<file path="src/rtl/mandelbrot_pkg.sv">
// Shared definitions for the Mandelbrot scan front end.
// Holds the Q10.22 fixed-point constants, the scan FSM state type and the
// default frame geometry and pipeline latency. Has no ports.
package mandelbrot_pkg;

   localparam int FRAC_BITS = 22;
   localparam logic [31:0] Q_ONE     = 32'h0040_0000;  // 1.0 in Q10.22
   localparam logic [31:0] ESCAPE_R2 = 32'h0100_0000;  // 4.0 in Q10.22, |z|^2 bailout

   localparam int WIDTH_DEF   = 32;
   localparam int H_RES_DEF   = 640;
   localparam int V_RES_DEF   = 480;
   localparam int LATENCY_DEF = 14;  // 13 iterations + 1 output register
   localparam int ADDR_W_DEF  = 19;

   typedef enum logic [1:0] {
      IDLE  = 2'd0,
      SCAN  = 2'd1,
      DRAIN = 2'd2
   } scan_state_t;

endpackage

</file>
<file path="src/rtl/mandelbrot_scan_if.sv">
// Bus bundle between the scanner, the escape pipeline and the framebuffer.
//   c_real_out / c_imag_out : point c handed to the escape pipeline
//   overflow_in             : escape flag returned by the pipeline
//   pix_we / pix_addr       : framebuffer write strobe and address
//   pix_inside              : pixel value, 1 = point is in the set
// master = scanner side, slave = pipeline/framebuffer side.
interface mandelbrot_scan_if #(
   parameter int WIDTH  = 32,
   parameter int ADDR_W = 19
);
   logic [WIDTH-1:0]  c_real_out;
   logic [WIDTH-1:0]  c_imag_out;
   logic              overflow_in;
   logic              pix_we;
   logic [ADDR_W-1:0] pix_addr;
   logic              pix_inside;

   modport master (
      output c_real_out, c_imag_out, pix_we, pix_addr, pix_inside,
      input  overflow_in
   );

   modport slave (
      input  c_real_out, c_imag_out, pix_we, pix_addr, pix_inside,
      output overflow_in
   );
endinterface

</file>
<file path="src/rtl/tag_delay_line.sv">
// Fixed-depth shift register that carries a pixel tag {valid, addr} alongside
// the escape pipeline so it pops in the same cycle as the pipeline result.
//   clk   : clock
//   reset : synchronous, active-high; clears the valid bits only
//   din   : {valid, payload} pushed every cycle
//   dout  : {valid, payload} pushed DEPTH cycles earlier
// The payload is not reset; it is meaningless whenever its valid bit is 0.
module tag_delay_line #(
   parameter int DW    = 20,
   parameter int DEPTH = 14
) (
   input  logic          clk,
   input  logic          reset,
   input  logic [DW-1:0] din,
   output logic [DW-1:0] dout
);

   logic [DEPTH-1:0] vld;
   logic [DW-2:0]    pay [DEPTH];

   always_ff @(posedge clk) begin
      if (reset) begin
         vld <= '0;
      end else begin
         vld[0] <= din[DW-1];
         for (int i = 1; i < DEPTH; i++) begin
            vld[i] <= vld[i-1];
         end
      end
   end

   always_ff @(posedge clk) begin
      pay[0] <= din[DW-2:0];
      for (int i = 1; i < DEPTH; i++) begin
         pay[i] <= pay[i-1];
      end
   end

   assign dout = {vld[DEPTH-1], pay[DEPTH-1]};

endmodule

</file>
<file path="src/rtl/mandelbrot_scan.sv">
// Raster scanner feeding the Mandelbrot escape pipeline.
// Walks one frame in raster order, issuing one point c per cycle (unless
// held), tags each issue with {valid, addr} through a delay line matched to
// the pipeline latency, and turns the returned escape flag into one
// framebuffer write per pixel.
//   clk, reset          : clock, synchronous active-high reset
//   start               : begin a frame (only looked at in IDLE)
//   hold                : skip issuing this cycle
//   re_min, im_max      : top-left corner of the frame, Q10.22
//   step_re, step_im    : per-pixel real step, per-line imaginary step
//   busy                : frame in progress, until the last write retires
//   frame_done          : one-cycle pulse after the last write
//   bus (master)        : c_*_out / overflow_in / pix_we / pix_addr / pix_inside
//
// state | meaning
// IDLE  | waiting for start
// SCAN  | issuing pixels, one per non-held cycle
// DRAIN | nothing issued; waiting for in-flight tags to retire
module mandelbrot_scan
   import mandelbrot_pkg::*;
#(
   parameter int WIDTH   = WIDTH_DEF,
   parameter int H_RES   = H_RES_DEF,
   parameter int V_RES   = V_RES_DEF,
   parameter int LATENCY = LATENCY_DEF,
   parameter int ADDR_W  = ADDR_W_DEF
) (
   input  logic             clk,
   input  logic             reset,
   input  logic             start,
   input  logic             hold,
   input  logic [WIDTH-1:0] re_min,
   input  logic [WIDTH-1:0] im_max,
   input  logic [WIDTH-1:0] step_re,
   input  logic [WIDTH-1:0] step_im,
   output logic             busy,
   output logic             frame_done,
   mandelbrot_scan_if.master bus
);

   localparam int XW = (H_RES > 1) ? $clog2(H_RES) : 1;
   localparam int YW = (V_RES > 1) ? $clog2(V_RES) : 1;
   localparam int CW = $clog2(LATENCY + 1);

   localparam logic [XW-1:0] X_LAST = XW'(H_RES - 1);
   localparam logic [YW-1:0] Y_LAST = YW'(V_RES - 1);

   scan_state_t       state;
   logic [XW-1:0]     x;
   logic [YW-1:0]     y;
   logic [ADDR_W-1:0] addr;
   logic [WIDTH-1:0]  c_real;
   logic [WIDTH-1:0]  c_imag;
   logic [WIDTH-1:0]  re_min_q;
   logic [WIDTH-1:0]  step_re_q;
   logic [WIDTH-1:0]  step_im_q;
   logic [WIDTH-1:0]  c_real_q;
   logic [WIDTH-1:0]  c_imag_q;
   logic              issue_valid;
   logic [ADDR_W-1:0] issue_addr;
   logic [CW-1:0]     drain_cnt;
   logic [ADDR_W:0]   tag_out;
   logic              tag_vld;

   always_ff @(posedge clk) begin
      if (reset) begin
         state       <= IDLE;
         x           <= '0;
         y           <= '0;
         addr        <= '0;
         c_real      <= '0;
         c_imag      <= '0;
         re_min_q    <= '0;
         step_re_q   <= '0;
         step_im_q   <= '0;
         c_real_q    <= '0;
         c_imag_q    <= '0;
         issue_valid <= 1'b0;
         issue_addr  <= '0;
         drain_cnt   <= '0;
         busy        <= 1'b0;
         frame_done  <= 1'b0;
      end else begin
         frame_done  <= 1'b0;
         issue_valid <= 1'b0;
         case (state)
            IDLE: begin
               if (start) begin
                  re_min_q  <= re_min;
                  step_re_q <= step_re;
                  step_im_q <= step_im;
                  x         <= '0;
                  y         <= '0;
                  addr      <= '0;
                  c_real    <= re_min;
                  c_imag    <= im_max;
                  busy      <= 1'b1;
                  state     <= SCAN;
               end
            end
            SCAN: begin
               if (!hold) begin
                  // c and its tag leave together, so the tag enters the
                  // delay line in the same cycle the pipeline sees c.
                  c_real_q    <= c_real;
                  c_imag_q    <= c_imag;
                  issue_valid <= 1'b1;
                  issue_addr  <= addr;
                  addr        <= addr + 1'b1;
                  if (x == X_LAST) begin
                     x      <= '0;
                     y      <= y + 1'b1;
                     c_real <= re_min_q;
                     c_imag <= c_imag - step_im_q;
                     if (y == Y_LAST) begin
                        drain_cnt <= CW'(LATENCY);
                        state     <= DRAIN;
                     end
                  end else begin
                     x      <= x + 1'b1;
                     c_real <= c_real + step_re_q;
                  end
               end
            end
            DRAIN: begin
               // The last tag pops while drain_cnt is 0; finish on that cycle.
               if (drain_cnt == '0) begin
                  busy       <= 1'b0;
                  frame_done <= 1'b1;
                  state      <= IDLE;
               end else begin
                  drain_cnt <= drain_cnt - 1'b1;
               end
            end
            default: state <= IDLE;
         endcase
      end
   end

   tag_delay_line #(
      .DW    (ADDR_W + 1),
      .DEPTH (LATENCY)
   ) u_tags (
      .clk   (clk),
      .reset (reset),
      .din   ({issue_valid, issue_addr}),
      .dout  (tag_out)
   );

   assign tag_vld        = tag_out[ADDR_W];
   assign bus.c_real_out = c_real_q;
   assign bus.c_imag_out = c_imag_q;
   assign bus.pix_we     = tag_vld;
   // Gate with valid so the unreset payload never shows on the bus.
   assign bus.pix_addr   = tag_vld ? tag_out[ADDR_W-1:0] : '0;
   assign bus.pix_inside = tag_vld & ~bus.overflow_in;

endmodule

</file>
<file path="src/flat_wrapper.sv">
// flat-port wrapper written by rule: the top's interface ports become plain ports
module mandelbrot_scan_flat import mandelbrot_pkg::*;
#(
   parameter int WIDTH   = WIDTH_DEF,
   parameter int H_RES   = H_RES_DEF,
   parameter int V_RES   = V_RES_DEF,
   parameter int LATENCY = LATENCY_DEF,
   parameter int ADDR_W  = ADDR_W_DEF
)
  (clk, reset, start, hold, re_min, im_max, step_re, step_im, busy, frame_done, bus_c_real_out, bus_c_imag_out, bus_pix_we, bus_pix_addr, bus_pix_inside, bus_overflow_in);
  mandelbrot_scan_if #(.WIDTH(WIDTH), .ADDR_W(ADDR_W)) bus_i ();
  input  logic clk;
  input  logic reset;
  input  logic start;
  input  logic hold;
  input  logic [WIDTH-1:0] re_min;
  input  logic [WIDTH-1:0] im_max;
  input  logic [WIDTH-1:0] step_re;
  input  logic [WIDTH-1:0] step_im;
  output logic busy;
  output logic frame_done;
  output wire logic [$bits(bus_i.c_real_out)-1:0] bus_c_real_out;
  output wire logic [$bits(bus_i.c_imag_out)-1:0] bus_c_imag_out;
  output wire logic [$bits(bus_i.pix_we)-1:0] bus_pix_we;
  output wire logic [$bits(bus_i.pix_addr)-1:0] bus_pix_addr;
  output wire logic [$bits(bus_i.pix_inside)-1:0] bus_pix_inside;
  input wire logic [$bits(bus_i.overflow_in)-1:0] bus_overflow_in;
  assign bus_c_real_out = bus_i.c_real_out;
  assign bus_c_imag_out = bus_i.c_imag_out;
  assign bus_pix_we = bus_i.pix_we;
  assign bus_pix_addr = bus_i.pix_addr;
  assign bus_pix_inside = bus_i.pix_inside;
  assign bus_i.overflow_in = bus_overflow_in;
  mandelbrot_scan #(.WIDTH(WIDTH), .H_RES(H_RES), .V_RES(V_RES), .LATENCY(LATENCY), .ADDR_W(ADDR_W)) u_core (.clk(clk), .reset(reset), .start(start), .hold(hold), .re_min(re_min), .im_max(im_max), .step_re(step_re), .step_im(step_im), .busy(busy), .frame_done(frame_done), .bus(bus_i));
endmodule
</file>
<file path="config.mk">
export PLATFORM = sky130hd
export DESIGN_NAME = mandelbrot_scan_flat
export DESIGN_NICKNAME = d
export VERILOG_FILES = /design/src/rtl/mandelbrot_pkg.sv /design/src/rtl/mandelbrot_scan_if.sv /design/src/rtl/tag_delay_line.sv /design/src/rtl/mandelbrot_scan.sv /design/src/flat_wrapper.sv
export SDC_FILE = /design/constraint.sdc
export NUM_CORES = 1
export LEC_CHECK = 0
export BUFFER_PORTS_ARGS = -buffer_cell sky130_fd_sc_hd__buf_4
export CAP_MARGIN = 20
export CORE_MARGIN = 5
export CORE_UTILIZATION = 30
export DETAILED_ROUTE_END_ITERATION = 8
export SLEW_MARGIN = 10
export SYNTH_ARGS = -nofsm -noshare
export SYNTH_HDL_FRONTEND = slang
export SYNTH_SLANG_ARGS = --single-unit
</file>
<file path="constraint.sdc">
create_clock -name clk -period 3.2 [get_ports clk]
set_input_delay 0 -clock clk [delete_from_list [all_inputs] [get_ports clk]]
set_output_delay 0 -clock clk [all_outputs]
set_load 0.005 [all_outputs]
</file>
# Word-level counts from Yosys, hierarchy flattened
# Memories as Yosys holds them, arrays and structs flattened.
# Index checks and enable logic that the tools add are counted.
# op_classes
n_addsub	6
n_eq_ne	10
mux	36
bitwise	5
n_reduce_logical	14
# ops
cell	count
two-way mux 32 bit	6
case mux 32 bit (2 select lines)	2
two-way mux 19 bit	3
case mux 19 bit (2 select lines)	1
adder 32 bit	1
subtractor 32 bit	1
two-way mux 10 bit	3
two-way mux 9 bit	3
case mux 10 bit (2 select lines)	1
adder 19 x 1 -> 19 bit (second input constant)	1
case mux 9 bit (2 select lines)	1
two-way mux 4 bit	4
adder 10 x 1 -> 10 bit (second input constant)	1
== test 10 bit (second input constant)	1
two-way mux 2 bit	5
AND reduction 5 bit	2
adder 9 x 1 -> 9 bit (second input constant)	1
== test 9 bit (second input constant)	1
case mux 4 bit (2 select lines)	1
!= test 2 x 1 -> 1 bit (second input constant)	3
!= test 2 bit (second input constant)	3
case mux 2 bit (3 select lines)	1
AND reduction 3 bit	2
nonzero test 2 bit	3
12 further kinds	20
# word_totals
ff_bits	304
mem_bits_rw	266
input_bits	133
word_cells	89
memories	1
# memory_table
memory	depth	width	read_ports	rd_clocked_by_memory_dff	wr	line_no	source
u_core.u_tags.pay	14	19	14	0	14	tag_delay_line.sv:19	logic [DW-2:0] pay [DEPTH];

# Logic depth before layout (Yosys ltp)
# Gate-level depths: netlist of the first run.
# logic_depth
word_depth	5
depth_mapped	13
depth_no_buf	13

# Hierarchy
# From an unflattened synthesis of the first run, not the netlist that was laid out.
# unflattened
hier_cells	2251
area_unflattened_um2	20584.7
# by_module_without_submodules
mod	instances	cells_per_inst	area_per_inst_um2
mandelbrot_scan	1	1936	14701.6
tag_delay_line	1	315	5883.1

# Worst setup path after synthesis of the first run
# No wires, ideal clock.
# synth_timing
path_kind	reg-to-reg
start	register u_core.step_re_q[0]
end	register u_core.c_real[28]
arrival_ps	2555
path_slack_ps	514
stages_incl_launch_ff	13
n_path_buf	0
path_cell_list	dfxtp_1 > ha_1 > fa_1 > a21o_1 > a21oi_1 > o21a_1 > nor3_1 > o21ai_0 > a21oi_1 > a2111oi_2 > a21oi_1 > xnor2_1 > o22ai_1
# synth_between
elab_chain_len	4
# synth_rtl
item	line_no	source
from (decl)	mandelbrot_scan.sv:55	logic [WIDTH-1:0] step_re_q;
from (signal assigned)	mandelbrot_scan.sv:90	step_re_q <= step_re;
adder 32 bit	mandelbrot_scan.sv:121	c_real <= c_real + step_re_q;
two-way mux 32 bit	mandelbrot_scan.sv:110	if (x == X_LAST) begin
two-way mux 32 bit	mandelbrot_scan.sv:102	if (!hold) begin
case mux 32 bit (2 select lines)	mandelbrot_scan.sv:86	case (state)
to (signal assigned)	mandelbrot_scan.sv:95	c_real <= re_min;
to (signal assigned)	mandelbrot_scan.sv:113	c_real <= re_min_q;
to (signal assigned)	mandelbrot_scan.sv:121	
to (decl)	mandelbrot_scan.sv:52	logic [WIDTH-1:0] c_real;
# Every way passes these cells. The select of a mux whose other input is x is not followed.
# A chain may end at the register's enable or synchronous reset.

# Worst setup path after layout of the first run
# layout_timing
start	register u_core.c_real[1]
end	register u_core.c_real[25]
# layout_between
elab_chain_len	4
# layout_rtl
item	line_no
adder 32 bit	mandelbrot_scan.sv:121
two-way mux 32 bit	mandelbrot_scan.sv:110
two-way mux 32 bit	mandelbrot_scan.sv:102
case mux 32 bit (2 select lines)	mandelbrot_scan.sv:86
# Every way passes these cells. The select of a mux whose other input is x is not followed.

==> impl_metrics.yaml, run 1 <==
status:
  status: "finished clean"
global_route:
  gr-total-overflow: 0
  grt.total_usage_pct: 14.4
  grt_max_degree: 139
  grt_pass1_vias: 16300
  antenna_found_initial: 6
  grt_pass1_wl_um: 85300
floorplan:
  ioPinCount: 220
  die_y_um: 268
  dieArea_um2: 72000
  coreArea_um2: 66000
  fp.dieW_um: 268
  initial_utilization_pct: 30.3
  rows: 94
route:
  drtIter0Drc: 1231
  drcViolationCount: 0
  wirelength_um: 53100
  ant_nets: 0
  first_pass_iters: 7
  via_per_inst: 4.75
  vias: 16300
  detail_route.wl_per_cell_um: 15.4
timing:
  fmax_mhz: 338
  slew_headroom_pct: 41.9
  setup_ws_ns: 0.241
  fin_crit_ns: 2.96
  rsz0062_at_grt: "no"
  tightest_slew_ns: 0.871
  holdWs_ns: 0.195
  min_period_over_period_pct: 92.5
  drv_slew: 0
  hold_viol: 0
  finalClockSkew_ns: 0.0376
  tns_ns: 0
  setup_viol: 0
logic_synthesis:
  synthesis.nets: 2352
  synthDistinctLibCells: 63
  synth_seq_area_share_pct: 57.0
  yosysWarnings: 0
  synth-edff-count: 0
  syn-cell-area_um2: 20000
  synth_area_per_cell_um2: 9.30
  synth_top_area_cell: "dfxtp_1"
  syn_inst: 2151
  async_reset_ff_share_pct: 0
  ys.flop_type: "dfxtp_1"
  ys_ff_latch: 570
  yosys.area.top_type_share_pct: 57.0
  synthTopCellsByArea: "dfxtp_1, nand2_1, a21oi_1"
clock_tree:
  clkSlewWorstSetupHoldPaths_ns: 0.06
  htree_levels: 2
  cts.path.max_buffers: 3
  cts.sinks: 570
  clkLatencyLatePin_ns: 0.63
  cts_root_buf: "clkbuf_16"
  cts_tree: "done"
  numCtsBuffers: 57
  cts_setup_buffers: 0
power_and_ir_drop:
  pwr-share-seq_pct: 43.1
  p_comb_share_pct: 14.8
  intPower_mw: 12.9
  power.total_mw: 17.4
  switching_share_pct: 25.8
  clock_power_share_pct: 42.0
  p_per_area_nw_per_um2: 653
  p_switching_mw: 4.48
  ir_worst_vdd_mv: 0.390
  leakagePower_nw: 10.8
critical_path:
  cp_max_fo: 4
  cp.arrival_ns: 3.49
  crit_path_start_kind: "register"
  path_class: "register to register"
  crit_path_end_kind: "register"
  cp.required_ns: 3.73
place:
  place_area_um2: 22600
  place_ws_ns: 0.165
  routabilityCongestion: 0.892
  io_buffers: 219
  dp_hpwl_um: 35400
  dp_cells: 3148
finish:
  drive_gt1_share_pct: 14.3
  areaGrowthSynthToFinish_pct: 32.8
  fin_area_um2: 26600
  final_core_util_pct: 40.3
  instances_no_fill: 3438
  layout.nets: 2723
flow_run:
  maxCapViolCount: 0
hold_path:
  hp-class: "input port to register"
[area by class of cell]
cell class / count / area (µm²)
inverter: 52 / 195
clock inverter: 27 / 490
multi-input combinational: 1417 / 8060
sequential: 570 / 11400
tap: 864 / 1080
fill: 6381 / 39400
timing repair buffer: 424 / 3680
antenna: 6 / 15.0
clock buffer: 78 / 1640
[path summary, 6_finish.rpt]
path / from / cells after the start / endpoint / slack [ns]
max: u_core.c_real[1] / 11 / u_core.c_real[25] / 0.24
min: re_min[19] / 4 / u_core.re_min_q[19] / 0.20
max reg2reg: u_core.c_real[1] / 11 / u_core.c_real[25] / 0.24
min reg2reg: u_core.u_tags.pay[0][1] / 0 / u_core.u_tags.pay[0][20] / 0.30
[routing by layer]
| metal | global-route usage [%] | part of all wire (%) | vias up |
|---|---|---|---|
| met5 | 0 | 0 | - |
| met4 | 5.27 | 3.1 | 0 |
| met3 | 2.92 | 5.9 | 108 |
| met2 | 23.9 | 46 | 466 |
| met1 | 18.8 | 45 | 7652 |
| li1 | - | - | 8107 |
[worst max-delay path, cell delays in order (launching register included)]
cell and delay (ns):
dfxtp_1 0.35, ha_1 0.29, a21o_1 0.10, a21oi_1 0.08
o21bai_1 0.14, a21oi_1 0.11, nor2b_1 0.37, a311oi_4 0.21
o31ai_1 0.53, a21oi_1 0.16, or4_1 0.43, o211ai_1 0.10
[what timing repair did]
item | in CTS | in global routing
resized for setup | 0 | 4
endpoints found under the hold margin | 222 | 0
hold buffers | 179 | 0
endpoints found under the setup margin | 0 | 4
[cell usage in the layout (no fill, tap or decap), drive strengths merged, types with 36 or more instances in the layout]
cell type and n:
nand2 466, buf 245, a21o 36, inv 54, ha 66, dfxtp 570, clkbuf 78, xnor2 41
dlygate4sd3 179, o21ai 57, a21oi 275, nor2 106
[cells by family (layout without fill, tap and decap cells)]
| family | count (synthesis) | count (layout) | share of synthesized area [%] |
|---|---|---|---|
| and+or+nand+nor | 760 | 760 | 16.4 |
| muxes | 5 | 5 | 0.250 |
| DFF | 570 | 570 | 57.0 |
| other | 0 | 6 | 0 |
| xor gates and xnor gates | 68 | 68 | 2.98 |
| adders and majority gates | 68 | 68 | 4.33 |
| AOI/OAI and AO/OA | 516 | 516 | 15.9 |
| buffers and inverters | 164 | 581 | 3.12 |
[power groups by stage]
stage / combinational (mW) / sequential, mW / clock [mW]
finish: 2.57 / 7.49 / 7.29
global route: 2.84 / 7.51 / 7.82
CTS: 2.54 / 7.48 / 7.50
detailed placement: 2.33 / 7.64 / 0
global placement: 2.31 / 7.63 / 0
floorplan: 1.66 / 7.58 / 0
[cells in the mapped netlist, types with 4 or more instances]
master and number:
a22oi_1 7, o21ai_1 4, o21ai_0 53, a21oi_1 274
a31oi_1 15, clkbuf_1 104, and2_1 23, and4_1 7
a222oi_1 26, o22ai_1 6, xor2_1 27, o21bai_1 7
a21o_1 36, o211ai_1 13, nor2_1 106, nand2b_1 14
ha_1 66, nor2b_1 31, dfxtp_1 570, mux2i_1 5
a211oi_1 16, o31ai_1 5, nand3_1 32, o21a_1 9
inv_1 52, nand3b_1 4, nand2_1 466, xnor2_1 41
nand4_1 14, or3_1 11, a311oi_1 17, nor3_1 22
and3_1 19, buf_1 6
[registers in the layout, summed over array words and instances (netlist names)]
signal / count
u_core.bus.c_real_out: 32
u_core.state: 2
u_core.issue_addr: 19
u_core.re_min_q: 32
u_core.bus.c_imag_out: 32
u_core.addr: 19
u_core.busy: 1
u_core.x: 10
u_core.c_real: 32
u_core.c_imag: 32
u_core.u_tags.vld: 14
u_core.step_re_q: 32
u_core.step_im_q: 32
u_core.drain_cnt: 4
u_core.u_tags.pay: 266
u_core.y: 9
u_core.frame_done: 1
u_core.issue_valid: 1
Power figures use the tool's default switching activity.
==> inputs of run 2 (changes only) <==
--- a/config.mk
+++ b/config.mk
@@ -8,7 +8,7 @@
 export BUFFER_PORTS_ARGS = -buffer_cell sky130_fd_sc_hd__buf_4
 export CAP_MARGIN = 20
 export CORE_MARGIN = 5
-export CORE_UTILIZATION = 30
+export CORE_UTILIZATION = 25
 export DETAILED_ROUTE_END_ITERATION = 8
 export SLEW_MARGIN = 10
 export SYNTH_ARGS = -nofsm -noshare
==> impl_metrics.yaml, run 2 (synthesized netlist as in run 1, its figures left out) <==
status:
  status: "finished clean"
route:
  vias: 15900
  detail_route.wl_per_cell_um: 14.8
  drtIter0Drc: 1139
  ant_nets: 0
  wirelength_um: 53100
  first_pass_iters: 6
  drcViolationCount: 0
  via_per_inst: 4.45
clock_tree:
  cts.sinks: 570
  clkLatencyLatePin_ns: 0.65
  numCtsBuffers: 61
  htree_levels: 2
  cts_root_buf: "clkbuf_16"
  cts.path.max_buffers: 3
  cts_tree: "done"
  clkSlewWorstSetupHoldPaths_ns: 0.07
  cts_setup_buffers: 0
timing:
  setup_viol: 0
  slew_headroom_pct: 45.5
  fmax_mhz: 333
  rsz0062_at_grt: "no"
  drv_slew: 0
  min_period_over_period_pct: 93.9
  tightest_slew_ns: 0.817
  fin_crit_ns: 3.01
  finalClockSkew_ns: 0.0711
  hold_viol: 0
  tns_ns: 0
critical_path:
  cp.arrival_ns: 3.58
  cpMostUsedCell: "a21oi_1"
  path_class: "register to register"
  cp_max_fo: 3
  critPathTopFamily: "compound AO/OA/AOI/OAI gates"
  crit_path_start_kind: "register"
  max_stage_delay_ns: 0.39
  crit_path_top_delay_cell: "fa_1"
  worstRegToRegCells: 13
  critical_path_buf_inv_count: 1
  crit_chain: "inv_1 > ha_1 > fa_1 > nor2b_1 > o21ai_1 > a21boi_1 > o31ai_2 > o2111ai_1 > a311oi_1 > o31ai_1 > a21oi_1 > xor2_1 > a21oi_1"
  cp.required_ns: 3.78
  reg2reg_from: "u_core.c_imag[0]"
  r2r_slack_ns: 0.19
  rr_endpoint: "u_core.c_imag[28]"
  crit_path_end_kind: "register"
hold_path:
  min_path_cells: 4
  hp-start: "step_im[4]"
  whs_endpoint: "u_core.step_im_q[4]"
  hp-class: "input port to register"
floorplan:
  coreArea_um2: 79100
  rows: 103
  die_y_um: 293
  initial_utilization_pct: 25.3
  dieArea_um2: 85800
  fp.dieW_um: 293
  ioPinCount: 220
global_route:
  grt_pass1_vias: 15300
  grt_max_degree: 121
  grt_pass1_wl_um: 83400
  gr-total-overflow: 0
  antenna_found_initial: 4
  grt.total_usage_pct: 11.9
power_and_ir_drop:
  clock_power_share_pct: 41.7
  p_switching_mw: 4.50
  pwr-share-seq_pct: 43.6
  intPower_mw: 12.7
  leakagePower_nw: 10.5
  switching_share_pct: 26.2
  power.total_mw: 17.2
  p_per_area_nw_per_um2: 651
  p_comb_share_pct: 14.8
  ir_worst_vdd_mv: 0.470
flow_run:
  maxCapViolCount: 0
place:
  routabilityCongestion: 0.820
  io_buffers: 219
  dp_cells: 3333
  dp_hpwl_um: 35300
finish:
  drive_gt1_share_pct: 14.3
  layout.nets: 2688
  regMostFlops: "u_core.u_tags.pay"
  areaGrowthSynthToFinish_pct: 31.8
  mostFrequentLayoutCell: "dfxtp_1"
  instances_no_fill: 3581
  largest_reg_flops: 266
  final_cell_mix: "dfxtp_1, nand2_1, a21oi_1"
-- run 2: cell count changes in the layout (fill, tap and decap cells not counted), sizes merged --
cell	before	now
diode	6	3
buf	245	244
clkinv	13	12
inv	54	55
bufinv	10	7
dlygate4sd3	179	141
clkinvlp	2	4
-- run 2: worst max-delay path by stage --
| stage | startpoint | to | slack [ns] | cells after the start |
|---|---|---|---|---|
| 2_1_floorplan | u_core.step_re_q[0] | u_core.c_real[28] | 0.51 | 12 |
| 3_3_place_gp | u_core.step_re_q[0] | u_core.c_real[28] | 0.07 | 12 |
| 3_5_place_dp | u_core.c_real[0] | u_core.c_real[28] | 0.09 | 12 |
| 4_1_cts | u_core.c_real[0] | u_core.c_real[28] | 0.05 | 12 |
| 5_1_grt | u_core.step_im_q[9] | u_core.c_imag[31] | 0.01 | 12 |
| 6_report | u_core.c_imag[0] | u_core.c_imag[28] | 0.19 | 13 |
-- run 2: metrics by stage --
stage               worst slack (ns)  cell area (µm²)  utilization (%)  hold slack [ns]
floorplan                      0.514            20000                -           0.0302
global placement              0.0718            22900             28.9            0.228
detailed placement            0.0903            22900             28.9            0.236
CTS                           0.0464            26300             33.3            0.112
global route                  0.0127            26400             33.3            0.148
finish                         0.195            26400             33.3            0.144
-- run 2: power groups by stage --
stage                     Combinational, mW  Sequential [mW]  Clock (mW)
after floorplan                        1.66             7.58           0
after global placement                 2.36             7.63           0
after detailed placement               2.36             7.63           0
after CTS                              2.52             7.48        7.40
after global routing                   2.81             7.50        7.68
final                                  2.53             7.48        7.15
-- run 2: worst min-delay path, cell delays in order --
cell           delay, ns
dlygate4sd3_1       0.53
buf_4               0.10
nand2_1             0.04
a21oi_1             0.10
-- run 2: repair_timing --
item,4_1_cts,5_1_grt
setup endpoints to repair,0,4
gates resized for setup,0,4
hold buffers,141,0
endpoints found under the hold margin,232,0
-- run 2: layout make-up --
type,instances,area (µm²)
multi-input combinational,1417,8050
fill,8112,52800
timing repair buffer,385,3330
clock buffer,78,1660
tap,1050,1310
antenna,3,7.51
sequential,570,11400
clock inverter,26,412
inverter,52,195
-- run 2: layer usage --
layer	routed length (µm)	GRT usage (%)
met3	3260	2.56
met1	24000	15.7
met2	24700	19.8
met4	1180	3.13
met5	13	0
